==> config.mk <==
export PLATFORM = sky130hd
export DESIGN_NAME = dw_shftreg_burst
export DESIGN_NICKNAME = d
export VERILOG_FILES = /design/src/rtl/dw_shftreg_pkg.sv /design/src/rtl/dw_shftreg_next.sv /design/src/rtl/dw_shftreg_burst.sv
export SDC_FILE = /design/constraint.sdc
export NUM_CORES = 1
export LEC_CHECK = 0
export BUFFER_PORTS_ARGS = -buffer_cell sky130_fd_sc_hd__buf_2
export CAP_MARGIN = 30
export CELL_PAD_IN_SITES_DETAIL_PLACEMENT = 1
export CELL_PAD_IN_SITES_GLOBAL_PLACEMENT = 1
export CORE_MARGIN = 1
export CORE_UTILIZATION = 34
export CTS_CLUSTER_SIZE = 20
export DETAILED_ROUTE_END_ITERATION = 10
export MAX_ROUTING_LAYER = met4
export PLACE_DENSITY_LB_ADDON = 0.1
export RECOVER_POWER = 100
export SYNTH_ARGS = -nofsm -noshare
export SYNTH_HDL_FRONTEND = slang
export SYNTH_SLANG_ARGS = --single-unit
export TNS_END_PERCENT = 5
==> constraint.sdc <==
create_clock -name clk -period 1.5 [get_ports clk]
set_input_delay 0.3 -clock clk [delete_from_list [all_inputs] [get_ports clk]]
set_output_delay 0.3 -clock clk [all_outputs]
set_load 0.005 [all_outputs]
==> src/rtl/dw_shftreg_pkg.sv <==
// Shared encodings for the burst shift register: fill modes, shift
// directions and the burst engine state type.
package dw_shftreg_pkg;

    localparam logic [1:0] MODE_FILL = 2'b00;
    localparam logic [1:0] MODE_ROT  = 2'b01;
    localparam logic [1:0] MODE_REP  = 2'b10;
    localparam logic [1:0] MODE_ZERO = 2'b11;

    localparam logic DIR_UP = 1'b0;
    localparam logic DIR_DN = 1'b1;

    typedef enum logic {
        IDLE = 1'b0,
        RUN  = 1'b1
    } state_t;

endpackage

==> src/rtl/dw_shftreg_next.sv <==
// Combinational next-vector generator: one shift step of the whole
// register in the requested direction, with the entering stage chosen
// by the fill mode.
module dw_shftreg_next
    import dw_shftreg_pkg::*;
#(
    parameter int WIDTH  = 8,
    parameter int LENGTH = 6
) (
    input  logic [LENGTH*WIDTH-1:0] i_cur,
    input  logic [WIDTH-1:0]        i_s_in,
    input  logic                    i_dir,
    input  logic [1:0]              i_mode,
    output logic [LENGTH*WIDTH-1:0] o_next
);

    logic [WIDTH-1:0] w_fill;
    logic [WIDTH-1:0] w_top;
    logic [WIDTH-1:0] w_bot;

    assign w_top = i_cur[(LENGTH-1)*WIDTH +: WIDTH];
    assign w_bot = i_cur[0 +: WIDTH];

    // Select the value entering the vacated end stage, then shift.
    always_comb begin
        w_fill = '0;
        o_next = i_cur;
        case (i_mode)
            MODE_FILL: w_fill = i_s_in;
            // Rotate brings the exiting stage back in at the other end.
            MODE_ROT:  w_fill = (i_dir == DIR_DN) ? w_bot : w_top;
            // Replicate keeps the entering-end stage as it is.
            MODE_REP:  w_fill = (i_dir == DIR_DN) ? w_top : w_bot;
            default:   w_fill = '0;
        endcase
        if (i_dir == DIR_UP)
            o_next = {i_cur[(LENGTH-1)*WIDTH-1:0], w_fill};
        else
            o_next = {w_fill, i_cur[LENGTH*WIDTH-1:WIDTH]};
    end

endmodule

==> src/rtl/dw_shftreg_burst.sv <==
// Multi-lane bidirectional shift register with parallel load, single-step
// shift and an autonomous N-shift burst engine with busy/done handshake.
module dw_shftreg_burst
    import dw_shftreg_pkg::*;
#(
    parameter int WIDTH  = 8,
    parameter int LENGTH = 6,
    parameter int CNT_W  = 4
) (
    input  logic                    clk,
    input  logic                    rst_n,
    input  logic [WIDTH-1:0]        s_in,
    input  logic [LENGTH*WIDTH-1:0] p_in,
    input  logic                    load_n,
    input  logic                    shift_n,
    input  logic                    dir,
    input  logic [1:0]              mode,
    input  logic                    burst_start,
    input  logic [CNT_W-1:0]        burst_len,
    output logic                    busy,
    output logic                    done,
    output logic [LENGTH*WIDTH-1:0] p_out,
    output logic [WIDTH-1:0]        s_out
);

    state_t                  r_state;
    state_t                  w_state_nxt;
    logic [CNT_W-1:0]        r_cnt;
    logic [CNT_W-1:0]        w_cnt_nxt;
    logic                    r_dir;
    logic [1:0]              r_mode;
    logic                    r_done;
    logic                    w_done_nxt;
    logic                    w_latch;
    logic [LENGTH*WIDTH-1:0] r_data;
    logic [LENGTH*WIDTH-1:0] w_next;
    logic                    w_dir_sel;
    logic [1:0]              w_mode_sel;
    logic                    w_single;

    // A running burst uses the settings captured at start; otherwise live inputs.
    assign w_dir_sel  = (r_state == RUN) ? r_dir  : dir;
    assign w_mode_sel = (r_state == RUN) ? r_mode : mode;

    // Single-step shift only when idle and no burst request competes for the edge.
    assign w_single = (r_state == IDLE) && !shift_n && !burst_start;

    dw_shftreg_next #(
        .WIDTH  (WIDTH),
        .LENGTH (LENGTH)
    ) u_next (
        .i_cur  (r_data),
        .i_s_in (s_in),
        .i_dir  (w_dir_sel),
        .i_mode (w_mode_sel),
        .o_next (w_next)
    );

    // Burst engine next-state, counter and done-pulse logic.
    always_comb begin
        w_state_nxt = r_state;
        w_cnt_nxt   = r_cnt;
        w_done_nxt  = 1'b0;
        w_latch     = 1'b0;
        case (r_state)
            IDLE: begin
                if (load_n && burst_start) begin
                    if (burst_len != '0) begin
                        w_state_nxt = RUN;
                        w_cnt_nxt   = burst_len;
                        w_latch     = 1'b1;
                    end else begin
                        w_done_nxt  = 1'b1;
                    end
                end
            end
            RUN: begin
                if (!load_n) begin
                    // Parallel load aborts the burst silently.
                    w_state_nxt = IDLE;
                    w_cnt_nxt   = '0;
                end else begin
                    w_cnt_nxt = r_cnt - CNT_W'(1);
                    if (r_cnt == CNT_W'(1)) begin
                        w_state_nxt = IDLE;
                        w_done_nxt  = 1'b1;
                    end
                end
            end
            default: begin
                w_state_nxt = IDLE;
                w_cnt_nxt   = '0;
            end
        endcase
    end

    // Burst engine state, counter, latched settings and done pulse.
    always_ff @(posedge clk or negedge rst_n) begin
        if (!rst_n) begin
            r_state <= IDLE;
            r_cnt   <= '0;
            r_dir   <= DIR_UP;
            r_mode  <= MODE_FILL;
            r_done  <= 1'b0;
        end else begin
            r_state <= w_state_nxt;
            r_cnt   <= w_cnt_nxt;
            r_done  <= w_done_nxt;
            if (w_latch) begin
                r_dir  <= dir;
                r_mode <= mode;
            end
        end
    end

    // Register contents: load beats burst shift beats single shift beats hold.
    always_ff @(posedge clk or negedge rst_n) begin
        if (!rst_n) begin
            r_data <= '0;
        end else if (!load_n) begin
            r_data <= p_in;
        end else if (r_state == RUN) begin
            r_data <= w_next;
        end else if (w_single) begin
            r_data <= w_next;
        end
    end

    assign busy  = (r_state == RUN);
    assign done  = r_done;
    assign p_out = r_data;
    // Exit stage follows the live dir input, even mid-burst.
    assign s_out = (dir == DIR_DN) ? r_data[0 +: WIDTH]
                                   : r_data[(LENGTH-1)*WIDTH +: WIDTH];

endmodule

==> results of run 1 <==
## cells by family (layout without fill, tap and decap cells)
logic type,after synthesis,after routing,synth area share (%)
adders and majority gates,2,2,0.651
other,0,1,0
AOI/OAI and AO/OA,156,156,32.5
muxes,13,14,3.87
and+or+nand+nor,166,166,19.9
DFF,57,57,37.1
buffers and inverters,43,216,5.89
## layout by cell type, fill, tap and decap left out, types with 11 or more instances in the layout
cell type  count
buf_2         99
a311oi_2      21
a311oi_1      11
o31ai_1       15
nor2b_1       17
a22o_1        16
nand2_1       68
buf_12        12
nor2_1        55
buf_6         19
dfrtp_1       55
a21oi_1       17
a211oi_2      16
buf_4         42
clkbuf_1      24
a21o_1        32
a221o_1       12
## through the flow
stage | setup TNS [ns] | hold slack [ns] | area, um^2 | util (%) | setup slack [ns]
2_1_floorplan | -2.73 | 0.00441 | 3870 | - | -0.101
3_3_place_gp | -10.70 | 0.341 | 5100 | 46.6 | -0.403
3_5_place_dp | -9.92 | 0.343 | 5100 | 46.7 | -0.271
4_1_cts | -6.89 | 0.255 | 5600 | 51.2 | -0.205
5_1_grt | -12.14 | 0.272 | 5720 | 52.3 | -0.286
6_report | -9.72 | 0.260 | 5720 | 52.3 | -0.230
## worst min path at each step
stage             from   endpoint  slack (ns)  cells after the start
3_5_place_dp     rst_n  r_mode[1]        0.34                      2
5_1_grt        mode[0]  r_mode[0]        0.27                      2
4_1_cts        mode[0]  r_mode[0]        0.26                      2
3_3_place_gp     rst_n  r_mode[1]        0.34                      2
2_1_floorplan    rst_n       busy       0.004                      0
6_report       mode[0]  r_mode[0]        0.26                      2
## final cells by class
type,count,area [um^2]
clock inverters,3,40.0
well taps,140,175
repair buffers,197,1380
clock buffers,13,250
diodes,1,2.50
flip-flops and latches,57,1430
multi-input cells,338,2430
inverters,3,11.3
fillers,1314,5210
## per-layer routing
metal | GRT usage, % | vias up | part of all wire, %
li1 | - | 1967 | -
met1 | 38.2 | 2205 | 46
met2 | 45.3 | 132 | 48
met3 | 3.62 | 16 | 4.8
met4 | 8.59 | 0 | 1.3
met5 | - | - | 0
## flip-flops by register name, indices dropped and copies added, names as in the netlist
register  count
p_out        48
r_cnt         4
r_mode        2
busy          1
done          1
r_dir         1
## power groups by stage
stage          clock network, W  registers, W  logic (W)
6_report                0.00205       0.00235    0.00313
5_1_grt                 0.00215       0.00240    0.00337
4_1_cts                 0.00209       0.00233    0.00302
3_5_place_dp                  0       0.00235    0.00279
3_3_place_gp                  0       0.00234    0.00270
2_1_floorplan                 0       0.00228    0.00143
## worst max-delay path: cells and delay by family, from the launching register on
kind / cells / cell delay (ns)
flip-flops: 1 / 0.39
buffers and inverters: 3 / 0.47
AO/OA/AOI/OAI: 2 / 0.28
multiplexers: 1 / 0.36
AND/OR/NAND/NOR: 1 / 0.10
## repair_timing
| action | 4_1_cts | 5_1_grt |
|---|---|---|
| endpoints found under the hold margin | 32 | 0 |
| resized for setup | 35 | 31 |
| cloned | 1 | 2 |
| endpoints found under the setup margin | 58 | 62 |
| setup buffers | 2 | 2 |
| hold buffers | 1 | 0 |
| pin swaps | 5 | 11 |
==> flow_summary.ini, run 1 <==
[run_status]
status = finished with violations
violations = negative setup slack

[cts]
clkSlewWorstSetupHoldPaths_ns = 0.06
cts_tree = built
clk-insertion-delay-late_ns = 0.33
clk_path_buf_depth = 2
cts-root-buf = clkbuf_16
htreeDepth = 3
cts_buffers = 9
clkSinkCount = 57

[drt]
routedWlPerCell_um = 21.5
drt_iter0_markers = 198
detail-route-antenna-nets = 0
via_per_inst = 5.74
drcViolationCount = 0
vias = 4320
drt-pass1-iter-count = 4
wl_um = 16200

[power]
swShare_pct = 36.9
clkPwrFrac_pct = 27.2
p_leak_nw = 2.71
intPower_w = 0.00476
switching_power_w = 0.00278
seq_power_share_pct = 31.2
combPwrFrac_pct = 41.5
irDropWorstVdd_mv = 0.485
p_per_area_nw_per_um2 = 1320
p_total_w = 0.00754

[sta]
slew_headroom_pct = 40.8
layout_worst_path_cycle_share_pct = 115
finalHoldViolations = 0
final.min_clock_period_ns = 1.73
tightest_slew_ns = 0.887
maxSlewViolCount = 0
finalWorstSetupSlack_ns = -0.230
fmax_ghz = 0.578
setup_violations = 59
rsz0062_at_grt = true
finalClockSkew_ns = 0.00604

[layout]
drive_gt1_share_pct = 42.4
final_cells = 752
syn2layout_area_growth_pct = 48.9
nNetsFinal = 676

[grt]
grt_pass1_wl_um = 24400
grt-ovfl-total = 0
antenna_found_initial = 1
grt_max_degree = 58
grt_pass1_vias = 4432
track_usage_pct = 28.6

[floorplanning]
chipWidth_um = 108
core_um2 = 10900
die_h_um = 108
rows = 38
dieArea_um2 = 11700
start_util_pct = 35.1
io_pins = 126

[synthesis]
synth_commonest_cells = nand2_1, dfrtp_1, nor2_1
syn_nets = 507
syn-cell-area_um2 = 3840
yosysTopAreaCellShare_pct = 37.1
synth-main-ff-cell = dfrtp_1
netlist_instances = 437
synth_most_common_cell = nand2_1
yosysTopAreaCell = dfrtp_1
ys_ff_latch = 57
ys_warn_count = 0
yosys.cell_types.count = 39
synth_area_per_cell_um2 = 8.79
synth_edf_count = 0
async_flop_share_pct = 100
yosysSeqAreaShare_pct = 37.1
synth.area.top_cells = dfrtp_1, a311oi_1, nand2_1

[placed_design]
numPortBuffers = 125
gp_congestion = 0.842
dp_hpwl_um = 11500
dpl.cell_count = 728

[critical_path]
crit_start = busy
crit_path_cell_trace = buf_6, buf_4, mux2_4, buf_12, nand2_1, a311oi_2, a21o_1
worstRegToRegCells = 7
crit_slowest_cell = dfrtp_1
path_class = flop to flop
crit_end = p_out[18]
rr_endpoint = p_out[18]
r2r_slack_ns = -0.23
end_kind = flop
required_ns = 1.72
arrival_ns = 1.95
critPathLaunchType = flop
r2r-start = busy
max_stage_delay_ns = 0.39
crit_path_max_fanout = 25

[hold_path]
hold_path.class = input pin to flop

[job]
maxCapViolations = 0
Note: power is estimated with default switching activity, not from simulation.
==> inputs of run 2 (changes only) <==
CORE_UTILIZATION = 37   (was 34)
SYNTH_HIERARCHICAL = 1   (was not set)
==> run 2 against run 1 <==
  * The run still ends with negative setup slack left
  * Combinational power increased by 3%
  * Register-to-register slack got worse by 0.21 ns
  * Core utilization decreased by 0.73 points
  * Final cell count decreased by 18%
  * Sequential share of layout area increased by 0.78 points
  * Total power decreased by 4.5%
  * Critical path type unchanged
  * Largest power group unchanged
==> flow_summary.ini, run 2 <==
[run_status]
status = finished with violations
violations = negative setup slack

[critical_path]
path_common_cell = mux2_4
crit_slowest_cell = dfrtp_2
rr_endpoint = p_out[28]
path_class = flop to flop
arrival_ns = 2.16
crit_path_cell_trace = mux2_4, buf_12, mux2_4, mux2_4, mux2_4
crit_path_max_fanout = 11
worst-path-stages = 5
path_delay_family = multiplexers
required_ns = 1.72
max_stage_delay_ns = 0.45
critPathLaunchType = flop
worstRegToRegCells = 5
crit_buf_inv = 1
crit_end = p_out[28]
end_kind = flop
r2r_slack_ns = -0.44
r2r-start = busy
crit_start = busy

[sta]
finalClockSkew_ns = 0.0119
fmax_ghz = 0.514
layout_worst_path_cycle_share_pct = 130
finalWorstSetupSlack_ns = -0.444
slew_headroom_pct = 42.4
rsz0062_at_grt = true
setup_tns_ns = -19.15
setup_violations = 53
finalHoldViolations = 0
final.min_clock_period_ns = 1.94
maxSlewViolCount = 0
tightest_slew_ns = 0.863

[layout]
final_common_cell = buf_2
syn2layout_area_growth_pct = 35.6
design_area_um2 = 5590
post-route-util_pct = 51.6
largest_register_ffs = 48
final_cells = 613
nNetsFinal = 537
drive_gt1_share_pct = 68.0
final_cell_mix = buf_2, mux2_4, mux2_2, dfrtp_1

[grt]
grt-ovfl-total = 0
grt_pass1_wl_um = 18200
track_usage_pct = 21.0
grt_pass1_vias = 3362
grt_max_degree = 58
antenna_found_initial = 1

[cts]
cts-root-buf = clkbuf_8
cts_tree = built
cts_buffers = 9
htreeDepth = 3
clkSlewWorstSetupHoldPaths_ns = 0.07
clk_path_buf_depth = 2
clk-insertion-delay-late_ns = 0.34
clkSinkCount = 57

[synthesis]
syn_nets = 399
yosys.cell_types.count = 35
async_flop_share_pct = 100
synth-main-ff-cell = dfrtp_1
yosysSeqAreaShare_pct = 34.6
synth_edf_count = 0
ys_warn_count = 6
yosysTopAreaCellShare_pct = 34.6
syn-cell-area_um2 = 4120
ys_ff_latch = 57
synth_commonest_cells = mux2_2, dfrtp_1, mux2_4
synth_most_common_cell = mux2_2
yosysTopAreaCell = dfrtp_1
synth.area.top_cells = dfrtp_1, mux2_2, mux2_4
netlist_instances = 329
synth_area_per_cell_um2 = 12.5

[power]
swShare_pct = 31.9
combPwrFrac_pct = 44.9
irDropWorstVdd_mv = 0.544
seq_power_share_pct = 35.0
intPower_w = 0.00490
p_per_area_nw_per_um2 = 1290
switching_power_w = 0.00229
p_leak_nw = 2.72
clkPwrFrac_pct = 20.2

[placed_design]
numPortBuffers = 125
gp_congestion = 0.780
dpl.cell_count = 591
dpl-instance-area_um2 = 5090
dp_hpwl_um = 7720
place_worst_setup_slack_ns = -0.462

[floorplanning]
rows = 38
start_util_pct = 38.0
dieArea_um2 = 11600
io_pins = 126
core_um2 = 10800
die_h_um = 108
chipWidth_um = 108

[job]
maxCapViolations = 0

[drt]
detail-route-antenna-nets = 0
drcViolationCount = 0
vias = 3236
drt_iter0_markers = 118
via_per_inst = 5.28
wl_um = 11600
routedWlPerCell_um = 18.9
drt-pass1-iter-count = 4

[hold_path]
worstHoldStart = mode[1]
hold_path.class = input pin to flop
[run 2: changes by cell type in the layout (fill, tap and decap cells not counted), sizes merged, moves of 15 or more]
cell and delta:
mux2 +130, nand2 -56, nor2 -53, a21o -33, a311oi -32, buf -25
clkbuf -19, nor2b -17, o211ai +17, a221o -16, a22o -16, o31ai -16
and2 -15, mux2i +15
[run 2: power groups by stage]
stage                     sequential (W)  clock [W]  combinational (W)
after floorplan                  0.00240          0            0.00194
after global placement           0.00249          0            0.00282
after detailed placement         0.00252          0            0.00287
after CTS                        0.00252    0.00151            0.00315
after global routing             0.00260    0.00156            0.00349
final                            0.00252    0.00145            0.00323
[run 2: what timing repair did]
item	in CTS	in global routing
pin swaps	7	4
resized for setup	55	13
cloned	0	3
hold buffers	1	0
buffers inserted	1	0
endpoints found under the setup margin	59	60
hold endpoints to repair	57	0
[run 2: metrics by stage]
step	hold slack, ns	power, W
after floorplan	0.00441	0.00434
final	0.228	0.00720
after CTS	0.211	0.00718
after global routing	0.222	0.00765
after detailed placement	0.342	0.00539
after global placement	0.343	0.00531
[run 2: layer usage]
layer  vias up  GRT usage [%]  part of all wire [%]
met4         0           5.58                  0.78
met1      1630           27.0                    47
met2        89           33.8                    48
met5         -              -                     0
met3         7           4.12                   4.1
li1       1510              -                     -
[run 2: final cells by class]
cell class              instances  area (um^2)
clock inverters                 3         40.0
flip-flops and latches         57         1440
multi-input cells             243         2750
well taps                     140          175
fillers                      1169         5250
clock buffers                  13          149
repair buffers                153         1030
inverters                       3         11.3
diodes                          1         2.50
[run 2: cells by family after synthesis]
logic type | synth area share [%]
compound gates | 5.64
xor+xnor | 0.425
fa+ha+maj | 0.607
buf+inv | 5.58
flops | 34.6
mux | 44.8
simple gates | 8.31
[run 2: how the worst min path moves through the flow]
stage / slack (ns) / depth (start not counted) / endpoint
5_1_grt: 0.22 / 2 / r_mode[1]
3_5_place_dp: 0.34 / 2 / p_out[21]
6_report: 0.23 / 2 / r_mode[1]
2_1_floorplan: 0.004 / 0 / busy
3_3_place_gp: 0.34 / 2 / p_out[29]
4_1_cts: 0.21 / 2 / r_mode[1]
[run 2: worst register-to-register path, delay by kind of cell (launching register included)]
kind	cells	cell delay [ns]
flip-flops	1	0.45
buffers and inverters	1	0.18
multiplexers	4	1.20
==> inputs of run 3 (changes only) <==
BUFFER_PORTS_ARGS = not set   (was -buffer_cell sky130_fd_sc_hd__buf_2)
CORE_UTILIZATION = 40   (was 37)
DONT_BUFFER_PORTS = 1   (was not set)
==> run 3 against run 2 <==
  * The run ends with negative hold slack, negative setup slack left
  * Clock power increased by 16%
  * Sequential cell count unchanged
  * Core utilization decreased by 0.81 points
  * First-iteration DRC count decreased by 47%
  * Via count decreased by 13%
  * Clock skew increased by 0.0029 ns
  * Design area decreased by 10%
  * Final cell count decreased by 21%
  * Maximum frequency about the same
  * Hold slack got worse by 0.58 ns
  * Die area decreased by 7.4%
  * Register-to-register slack about the same
  * Largest power group unchanged
==> flow_summary.ini, run 3 (synthesis results as in run 2) <==
[power]
irDropWorstVdd_mv = 0.620
seq_power_share_pct = 36.8
clkPwrFrac_pct = 24.2
p_leak_nw = 2.28
swShare_pct = 31.4
p_per_area_nw_per_um2 = 1390
intPower_w = 0.00476
combPwrFrac_pct = 39.0
switching_power_w = 0.00218

[floorplanning]
rows = 36
dieArea_um2 = 10700
start_util_pct = 41.8
core_um2 = 9860
chipWidth_um = 104
die_h_um = 104
io_pins = 126

[grt]
antenna_found_initial = 0
grt_pass1_wl_um = 17900
grt-ovfl-total = 0
grt_pass1_vias = 3170
track_usage_pct = 21.7
grt_max_degree = 60

[cts]
clk_path_buf_depth = 2
clk-insertion-delay-late_ns = 0.34
clkSlewWorstSetupHoldPaths_ns = 0.08
htreeDepth = 3
cts_tree = built
clkSinkCount = 57
cts-root-buf = clkbuf_8
cts_buffers = 9

[sta]
finalWorstSetupSlack_ns = -0.445
finalClockSkew_ns = 0.0148
hold-worst-slack_ns = -0.352
finalHoldViolations = 57
setup_violations = 55
setup_tns_ns = -19.14
rsz0062_at_grt = true
layout_worst_path_cycle_share_pct = 130
slew_headroom_pct = 77.7
tightest_slew_ns = 0.333
fmax_ghz = 0.514
final.min_clock_period_ns = 1.95
maxSlewViolCount = 0

[critical_path]
path_class = flop to flop
rr_endpoint = p_out[28]
critPathLaunchType = flop
end_kind = flop
path_common_cell = mux2_4
max_stage_delay_ns = 0.46
r2r-start = busy
crit_buf_inv = 1
worstRegToRegCells = 5
crit_path_max_fanout = 6
crit_slowest_cell = dfrtp_2
crit_path_cell_trace = mux2_4, clkbuf_16, mux2_4, mux2_2, mux2_4
path_delay_family = multiplexers
arrival_ns = 2.18
required_ns = 1.73
r2r_slack_ns = -0.45

[placed_design]
dpl-instance-area_um2 = 4470
gp_congestion = 0.756
dp_hpwl_um = 7350
dpl.cell_count = 464
numPortBuffers = 0
place_worst_setup_slack_ns = -0.465

[drt]
wl_um = 11400
vias = 2824
drt_iter0_markers = 62
routedWlPerCell_um = 23.4
via_per_inst = 5.81
drt-pass1-iter-count = 2
drcViolationCount = 0
detail-route-antenna-nets = 0

[layout]
n_antenna_cell = 0
final_common_cell = mux2_4
syn2layout_area_growth_pct = 21.5
drive_gt1_share_pct = 53.8
nNetsFinal = 418
final-seq-area_um2 = 1430
final_cells = 486
design_area_um2 = 5010
fillers = 978
final_cell_mix = mux2_4, dfrtp_1, mux2_2, o211ai_1, mux2i_1
multi_input_area_um2 = 2790
largest_register_ffs = 48

[run_status]
status = finished with violations
violations = negative hold slack, negative setup slack

[job]
maxCapViolations = 0

[hold_path]
hold_path.class = input pin to async pin
-- run 3: cell type report --
type	count	area share (%)
clock buffer	10	2.75
clock inverter	6	1.82
inverter	3	0.225
multi-input combinational	243	55.7
sequential	57	28.5
tap	133	3.32
timing repair buffer	34	7.67
-- run 3: per-layer routing --
metal	GRT usage [%]	vias to the layer above	part of all wire, %
li1	-	1270	-
met1	25.2	1451	43
met2	35.7	92	49
met3	7.24	11	6.9
met4	5.80	0	1.0
met5	-	-	0
-- run 3: worst max-delay path by stage --
| stage | startpoint | to | slack [ns] | depth (start not counted) |
|---|---|---|---|---|
| final | busy | p_out[28] | -0.45 | 5 |
| after CTS | busy | p_out[29] | -0.44 | 5 |
| after detailed placement | busy | p_out[32] | -0.47 | 5 |
| after global placement | busy | p_out[39] | -0.41 | 5 |
| after global routing | busy | p_out[46] | -0.48 | 6 |
| after floorplan | busy | p_out[40] | -0.55 | 8 |
-- run 3: power groups by stage --
stage / Combinational, W / Sequential (W) / Clock (W)
after CTS: 0.00258 / 0.00256 / 0.00173
after global routing: 0.00291 / 0.00264 / 0.00178
after floorplan: 0.00194 / 0.00240 / 0
final: 0.00271 / 0.00256 / 0.00168
after global placement: 0.00229 / 0.00256 / 0
after detailed placement: 0.00236 / 0.00258 / 0
-- run 3: through the flow --
stage                     util, %  power, W
after floorplan                 -   0.00434
after CTS                    49.3   0.00687
final                        50.8   0.00694
after detailed placement     45.3   0.00494
after global routing         50.8   0.00732
after global placement       45.3   0.00485
-- run 3: worst reg2reg max path, stage by stage, from the launching register on --
cell and delay [ns]:
dfrtp_2 0.46, mux2_4 0.39, clkbuf_16 0.19, mux2_4 0.30, mux2_2 0.26, mux2_4 0.25
-- run 3: timing repair --
item | 4_1_cts | 5_1_grt
gates cloned | 0 | 4
pin swaps | 10 | 3
endpoints found under the hold margin | 57 | 57
gates resized for setup | 43 | 28
buffers inserted | 1 | 1
setup endpoints to repair | 57 | 56
